**src/rtl/mem_access_ctrl.sv**
```systemverilog
// Load/store sequencer: drives memory address select, write strobe, MDR capture and
// size selects for LW/LH/LB/SW/SH/SB, absorbing memory latency and doing RMW for SH/SB.
module mem_access_ctrl #(
  parameter int unsigned MEM_LATENCY = 2
) (
  input  logic       clk,
  input  logic       reset_in,
  input  logic       start,
  input  logic [2:0] op,
  input  logic [1:0] addr_lo,
  output logic [1:0] Mux_MEM,
  output logic       MEM_w,
  output logic       MEM_DATA_REG_w,
  output logic [1:0] LS_control,
  output logic [1:0] SS_control,
  output logic       Banco_reg_w,
  output logic       ready,
  output logic       done,
  output logic       exc_misalign
);

  typedef enum logic [2:0] {
    S_IDLE, S_ADDR, S_WAIT, S_CAPTURE, S_WB, S_WRITE, S_EXC
  } state_t;

  localparam logic [2:0] LAT_M1 = 3'(MEM_LATENCY - 1);
  localparam logic [2:0] OP_SW  = 3'b100;

  state_t     r_state, w_state_nxt;
  logic [2:0] r_cnt, w_cnt_nxt;
  logic [2:0] r_op, w_op_nxt;
  logic       w_legal, w_misalign, w_busy;

  logic [1:0] r_mux, w_mux;
  logic [1:0] r_ls, w_ls;
  logic [1:0] r_ss, w_ss;
  logic       r_mem_w, r_mdr_w, r_banco, r_ready, r_done, r_exc;

  always_comb begin
    w_state_nxt = r_state;
    w_cnt_nxt   = r_cnt;
    w_op_nxt    = r_op;
    w_legal     = (op[1:0] != 2'b11);
    w_misalign  = ((op[1:0] == 2'b00) && (addr_lo != 2'b00)) ||
                  ((op[1:0] == 2'b01) && addr_lo[0]);
    case (r_state)
      // r_ready gates acceptance so the cycle right after reset also ignores start
      S_IDLE: begin
        if (start && r_ready && w_legal) begin
          if (w_misalign) begin
            w_state_nxt = S_EXC;
          end else begin
            w_state_nxt = S_ADDR;
            w_op_nxt    = op;
            w_cnt_nxt   = LAT_M1;
          end
        end
      end
      S_ADDR: begin
        if (r_op == OP_SW)          w_state_nxt = S_WRITE;
        else if (MEM_LATENCY == 1)  w_state_nxt = S_CAPTURE;
        else                        w_state_nxt = S_WAIT;
      end
      S_WAIT: begin
        if (r_cnt == 3'd1) w_state_nxt = S_CAPTURE;
        else               w_cnt_nxt   = r_cnt - 3'd1;
      end
      S_CAPTURE: w_state_nxt = r_op[2] ? S_WRITE : S_WB;
      S_WB, S_WRITE, S_EXC: w_state_nxt = S_IDLE;
      default: w_state_nxt = S_IDLE;
    endcase

    // Outputs are decoded from the next state so they appear registered in that state
    w_busy = (w_state_nxt != S_IDLE) && (w_state_nxt != S_EXC);
    w_mux  = w_busy ? 2'b10 : 2'b00;
    w_ls   = (w_busy && !w_op_nxt[2]) ? w_op_nxt[1:0] : 2'b00;
    w_ss   = (w_busy &&  w_op_nxt[2]) ? w_op_nxt[1:0] : 2'b00;
  end

  always_ff @(posedge clk) begin
    if (reset_in) begin
      r_state <= S_IDLE;
      r_cnt   <= '0;
      r_op    <= '0;
      r_mux   <= '0;
      r_ls    <= '0;
      r_ss    <= '0;
      r_mem_w <= 1'b0;
      r_mdr_w <= 1'b0;
      r_banco <= 1'b0;
      r_ready <= 1'b0;
      r_done  <= 1'b0;
      r_exc   <= 1'b0;
    end else begin
      r_state <= w_state_nxt;
      r_cnt   <= w_cnt_nxt;
      r_op    <= w_op_nxt;
      r_mux   <= w_mux;
      r_ls    <= w_ls;
      r_ss    <= w_ss;
      r_mem_w <= (w_state_nxt == S_WRITE);
      r_mdr_w <= (w_state_nxt == S_CAPTURE);
      r_banco <= (w_state_nxt == S_WB);
      r_ready <= (w_state_nxt == S_IDLE);
      r_done  <= (w_state_nxt == S_WB) || (w_state_nxt == S_WRITE);
      r_exc   <= (w_state_nxt == S_EXC);
    end
  end

  assign Mux_MEM        = r_mux;
  assign MEM_w          = r_mem_w;
  assign MEM_DATA_REG_w = r_mdr_w;
  assign LS_control     = r_ls;
  assign SS_control     = r_ss;
  assign Banco_reg_w    = r_banco;
  assign ready          = r_ready;
  assign done           = r_done;
  assign exc_misalign   = r_exc;

endmodule
```
**config.mk**
```make
export PLATFORM = sky130hd
export DESIGN_NAME = mem_access_ctrl
export DESIGN_NICKNAME = d
export VERILOG_FILES = /design/src/rtl/mem_access_ctrl.sv
export SDC_FILE = /design/constraint.sdc
export NUM_CORES = 1
export LEC_CHECK = 0
export ABC_AREA = 1
export CELL_PAD_IN_SITES_DETAIL_PLACEMENT = 0
export CELL_PAD_IN_SITES_GLOBAL_PLACEMENT = 1
export CORE_MARGIN = 2
export CORE_UTILIZATION = 35
export DETAILED_ROUTE_END_ITERATION = 10
export DONT_BUFFER_PORTS = 1
export PLACE_DENSITY = 0.65
export SLEW_MARGIN = 10
export SYNTH_ARGS = -nofsm -noshare
export SYNTH_HDL_FRONTEND = slang
export SYNTH_SLANG_ARGS = --single-unit
```
**constraint.sdc**
```tcl
create_clock -name clk -period 3 [get_ports clk]
set_clock_uncertainty 0.2 [all_clocks]
set_input_delay 0.9 -clock clk [delete_from_list [all_inputs] [get_ports clk]]
set_output_delay 0.9 -clock clk [all_outputs]
set_load 0.02 [all_outputs]
```
# Word level (Yosys, flattened, before mapping)
# Index checks and enable logic that the tools add are counted.
# classes
reduce_logical	19
mux	14
n_bitwise	2
add_sub_neg	1
eq_ne	15
# op_table
op	count
two-way mux 3 bit	10
equality test 3 bit, second input constant	4
case mux 3 bit (4 select lines)	1
equality test 3 x 2 -> 1 bit, second input constant	3
inequality test 2 bit, second input constant	4
logical AND 1 bit	7
equality test 3 x 1 -> 1 bit, second input constant	2
logical NOT 3 bit	2
case mux 3 bit (2 select lines)	1
AND reduction 4 bit	1
nonzero test 2 bit	2
OR reduction 2 bit	2
inequality test 3 bit, second input constant	1
nonzero test 3 bit	1
subtractor 3 x 1 -> 3 bit, second input constant	1
equality test 2 x 1 -> 1 bit, second input constant	1
logical NOT 2 bit	1
logical OR 1 bit	2
two-way mux 2 bit	1
NOT 1 bit	2
logical NOT 1 bit	1
two-way mux 1 bit	1
# totals
elab_cells	63
ff_bits	21
out_inout_bits	12
input_bits	8

# Longest topological paths before layout
# logic_depth
ltp_word	11
depth_mapped	10
ltp_nobuf	10

# Worst setup path after synthesis
# OpenSTA, ideal clock, no wires.
# synth_path
kind	input to register
startpoint	input port addr_lo[1]
endpoint	register r_ls[1] (netlist: LS_control[1])
slack_ps	1053
stages	9
setup_ps	124
arrival_ps	1623
required_ps	2676
path_buffers	0
cell_sequence	inv_1 o21ai_0 nand2_1 nand2_4 nand2_2 nor2_2 nand2_2 nand4_1 nor2_1
# synth_via
elab_chain_cells	11
elab_cells_between_ends	16
classes_between	eq/ne (1); mux (6); bitwise (1); reduce/logical (8)
# synth_lines
item	line	rtl
from (decl)	10	input logic [1:0] addr_lo,
nonzero test 2 bit *	44	w_misalign = ((op[1:0] == 2'b00) && (addr_lo != 2'b00)) ||
logical AND 1 bit *	44	
logical OR 1 bit *	44	
two-way mux 3 bit	50	if (w_misalign) begin
two-way mux 3 bit	49	if (start && r_ready && w_legal) begin
case mux 3 bit (4 select lines)	46	case (r_state)
inequality test 3 bit or nonzero test 3 bit (tied branches)	74	w_busy = (w_state_nxt != S_IDLE) && (w_state_nxt != S_EXC);
logical AND 1 bit	74	
logical AND 1 bit	76	w_ls = (w_busy && !w_op_nxt[2]) ? w_op_nxt[1:0] : 2'b00;
NOT 1 bit (no source line)	--	
OR reduction 2 bit (no source line)	--	
to (signal assigned)	99	r_ls <= w_ls;
to (decl)	35	logic [1:0] r_ls, w_ls;
# Mark *: on every way between the ends. The rest lies on a longest branch, timed or not.
# A chain may end at the register's enable or synchronous reset.

# Final worst setup path
# layout_path
startpoint	register r_ready (netlist: ready)
endpoint	output port ready
# layout_rtl
item	line	rtl
from (decl)	37	logic r_mem_w, r_mdr_w, r_banco, r_ready, r_done, r_exc;
from (signal assigned)	104	r_ready <= (w_state_nxt == S_IDLE);
to (decl)	17	output logic ready,
# No word-level cell between the ends.

==> summary.md <==
• vias after detailed routing: 628
• Slew Viols, Final: 0
• clock latency reported for the late side of the worst-skew pair: 0.29 ns
• count of distinct cell types in the synthesized netlist: 27
• power share of the sequential group: 59.5%
• PD cells: 551 mW/mm²
• top achievable clock speed: 538 MHz
• Bufs on Longest Clock Path: 2
• unrepaired setup endpoints after global routing: no
• cell row count: 17
• TritonCTS buffer count: 3
• CTS root buffer: clkbuf_4
• Sinks on Clock Net: 20
• max cap viols: 0
• period utilisation layout: 62.0%
• CP endpoint kind: primary output
• relative contribution of the clock network to total power: 24.8%
• antenna diode count: 0
• register bit count reported by yosys: 20
• Iter 0 DRT Violations: 9
• placeable core region: 0.00225 mm²
• Avg WL per Cell: 11.4 µm
• number of antenna violations at the first check in global routing: 0
• minimum clock period after layout: 1.86 ns
• Worst Setup Path Type: reg -> out
• outcome: completed
• final setup TNS: 0 ns
• Post-layout nets: 119
• final worst hold slack: 0.303 ns
• top library cells by usage in the layout, fill and taps aside: 20 x dfxtp_1, 20 x nand2_1, 19 x nor2_1, 12 x inv_1
• multiplexer area fraction after synthesis: 1.17%
• Die Ht: 53.5 µm
• synthesized cell area: 857 µm²
• xor and xnor area share after synthesis: 0%
• cell count after synthesis: 107
• internal cell power: 0.000353 W
• hold bufs inserted after CTS: 0
• GR Overflow Total: 0
• count of warnings emitted by yosys: 0
• Top-Level Pins: 20
• Die Footprint: 0.00286 mm²
• count of endpoints failing hold in the final timing report: 0
• switching power summed over all nets: 0.000141 W
• number of iterations in the first detailed-routing pass: 4
• post-detailed-route DRC marker count: 0
• clock-pin slew on the worst setup and hold paths: 0.10 ns
• Gate power share: 15.7%
• number of global-route vias before repair: 608
• aggregate global-route resource usage: 12.7%
• startpoint of the most critical hold path: r_op[2]
• post-synthesis to final-layout area growth: 4.82%
• worst min-delay path category: reg -> reg
• fraction of layout cells with a size suffix above 1: 15.9%
• combinational family with the most area after synthesis: simple AND/OR/NAND/NOR gates
• Max H-tree Level: 1
• static power due to leakage: 0.429 nW
• net switching share of the total power: 28.6%
• top fanout value on the critical path: 2
• largest net degree at the start of global routing: 17
• Compound-Gate Fraction of Synth Area: 5.84%
• Max IR drop VDD: 260 µV
• buffer count from post-CTS setup fixing: 0
• adder and majority cell fraction of the synthesized area: 2.92%
• crit path launch type: register
• Worst Path Arrival: 0.76 ns
• simple-gate area share of the yosys netlist: 34.5%
• starting density of the core: 38.0%
• Gates resized, CTS repair: 0
• die width: 53.5 µm
• Finish-stage setup viols: 0
• start of the worst register-to-register path: ready
• total design power: 0.000495 W
• critical path startpoint: ready
• global-route wire length before repair: 2.54 mm
• nets in the synthesized netlist: 117
• average size of a mapped cell: 8.01 µm²
• CTS tree: yes
• HPWL after detailed placement: 1.21 mm
• last weighted congestion value of the routability-driven placer: 0.749
• Seq/Total Area, Yosys: 46.7%
• I/O Buffers: 0
• Final ANT Viol Nets: 0
• routed via count divided by cell count: 4.65
• critical path required time: 1.90 ns
• total detailed-routing wirelength: 1.54 mm
registers in the layout, summed over array words and instances, names as in the netlist, 2 cells and up:
register	cells
LS_control	2
SS_control	2
r_cnt	3
r_op	3
r_state	3
synth_stat cells:
cell type,number,area (µm²)
a21oi_1,3,15.0
a22oi_1,1,7.51
a31oi_1,1,6.26
buf_4,1,7.51
clkbuf_1,1,3.75
clkbuf_2,1,5.00
conb_1,1,3.75
dfxtp_1,20,400
ha_1,2,25.0
inv_1,12,45.0
inv_2,3,11.3
mux2i_1,1,10.0
nand2_1,20,75.1
nand2_2,2,12.5
nand2_4,2,22.5
nand3_1,2,10.0
nand3_2,2,20.0
nand3_4,1,17.5
nand4_1,2,12.5
nor2_1,19,71.3
nor2_2,2,12.5
nor2_8,1,20.0
nor3_1,1,5.00
nor3_2,1,10.0
nor4_1,1,6.26
o21ai_0,3,15.0
o22ai_1,1,6.26
final cells by class:
type | count | area (µm²)
Inverter | 15 | 56.3
Tap cell | 28 | 35.0
Clock buffer | 3 | 22.5
Sequential cell | 20 | 400
Fill cell | 252 | 1360
Multi-Input combinational cell | 69 | 384
routing by layer:
metal,GRT usage (%),vias up,part of all wire (%)
met2,21.0,8,51
li1,-,329,-
met5,0,-,0
met3,2.82,4,3.3
met4,7.69,0,1.5
met1,14.7,287,44
worst paths after layout:
| kind | slack, ns | endpoint | cells past startpoint |
|---|---|---|---|
| setup / recovery | 1.14 | ready | 0 |
| hold / removal | 0.30 | Banco_reg_w | 1 |
| setup reg to reg | 1.41 | LS_control[1] | 8 |
| hold reg to reg | 0.30 | Banco_reg_w | 1 |
cell families (layout without fill, tap and decap cells):
kind of cell / count (synthesis) / count (layout)
flops: 20 / 20
simple gates: 56 / 56
other cells: 1 / 1
compound gates: 9 / 9
fa+ha+maj: 2 / 2
mux: 1 / 1
buf+inv: 18 / 18
stage by stage:
stage | utilization [%] | instances | area (µm²) | setup slack (ns)
after CTS | 39.8 | 135 | 898 | 1.13
after global routing | 39.8 | 135 | 898 | 1.09
after floorplan | - | 107 | 857 | 1.05
final | 39.8 | 135 | 898 | 1.14
after detailed placement | 38.8 | 132 | 876 | 0.920
after global placement | 38.8 | 132 | 876 | 0.944
power groups by stage:
stage | combinational [W] | clock [W] | sequential (W)
6_report | 0.0000778 | 0.000123 | 0.000294
5_1_grt | 0.0000903 | 0.000138 | 0.000296
4_1_cts | 0.0000796 | 0.000127 | 0.000294
3_5_place_dp | 0.0000794 | 0 | 0.000300
3_3_place_gp | 0.0000788 | 0 | 0.000300
2_1_floorplan | 0.0000698 | 0 | 0.000299
(Power assumes the default switching activity.)
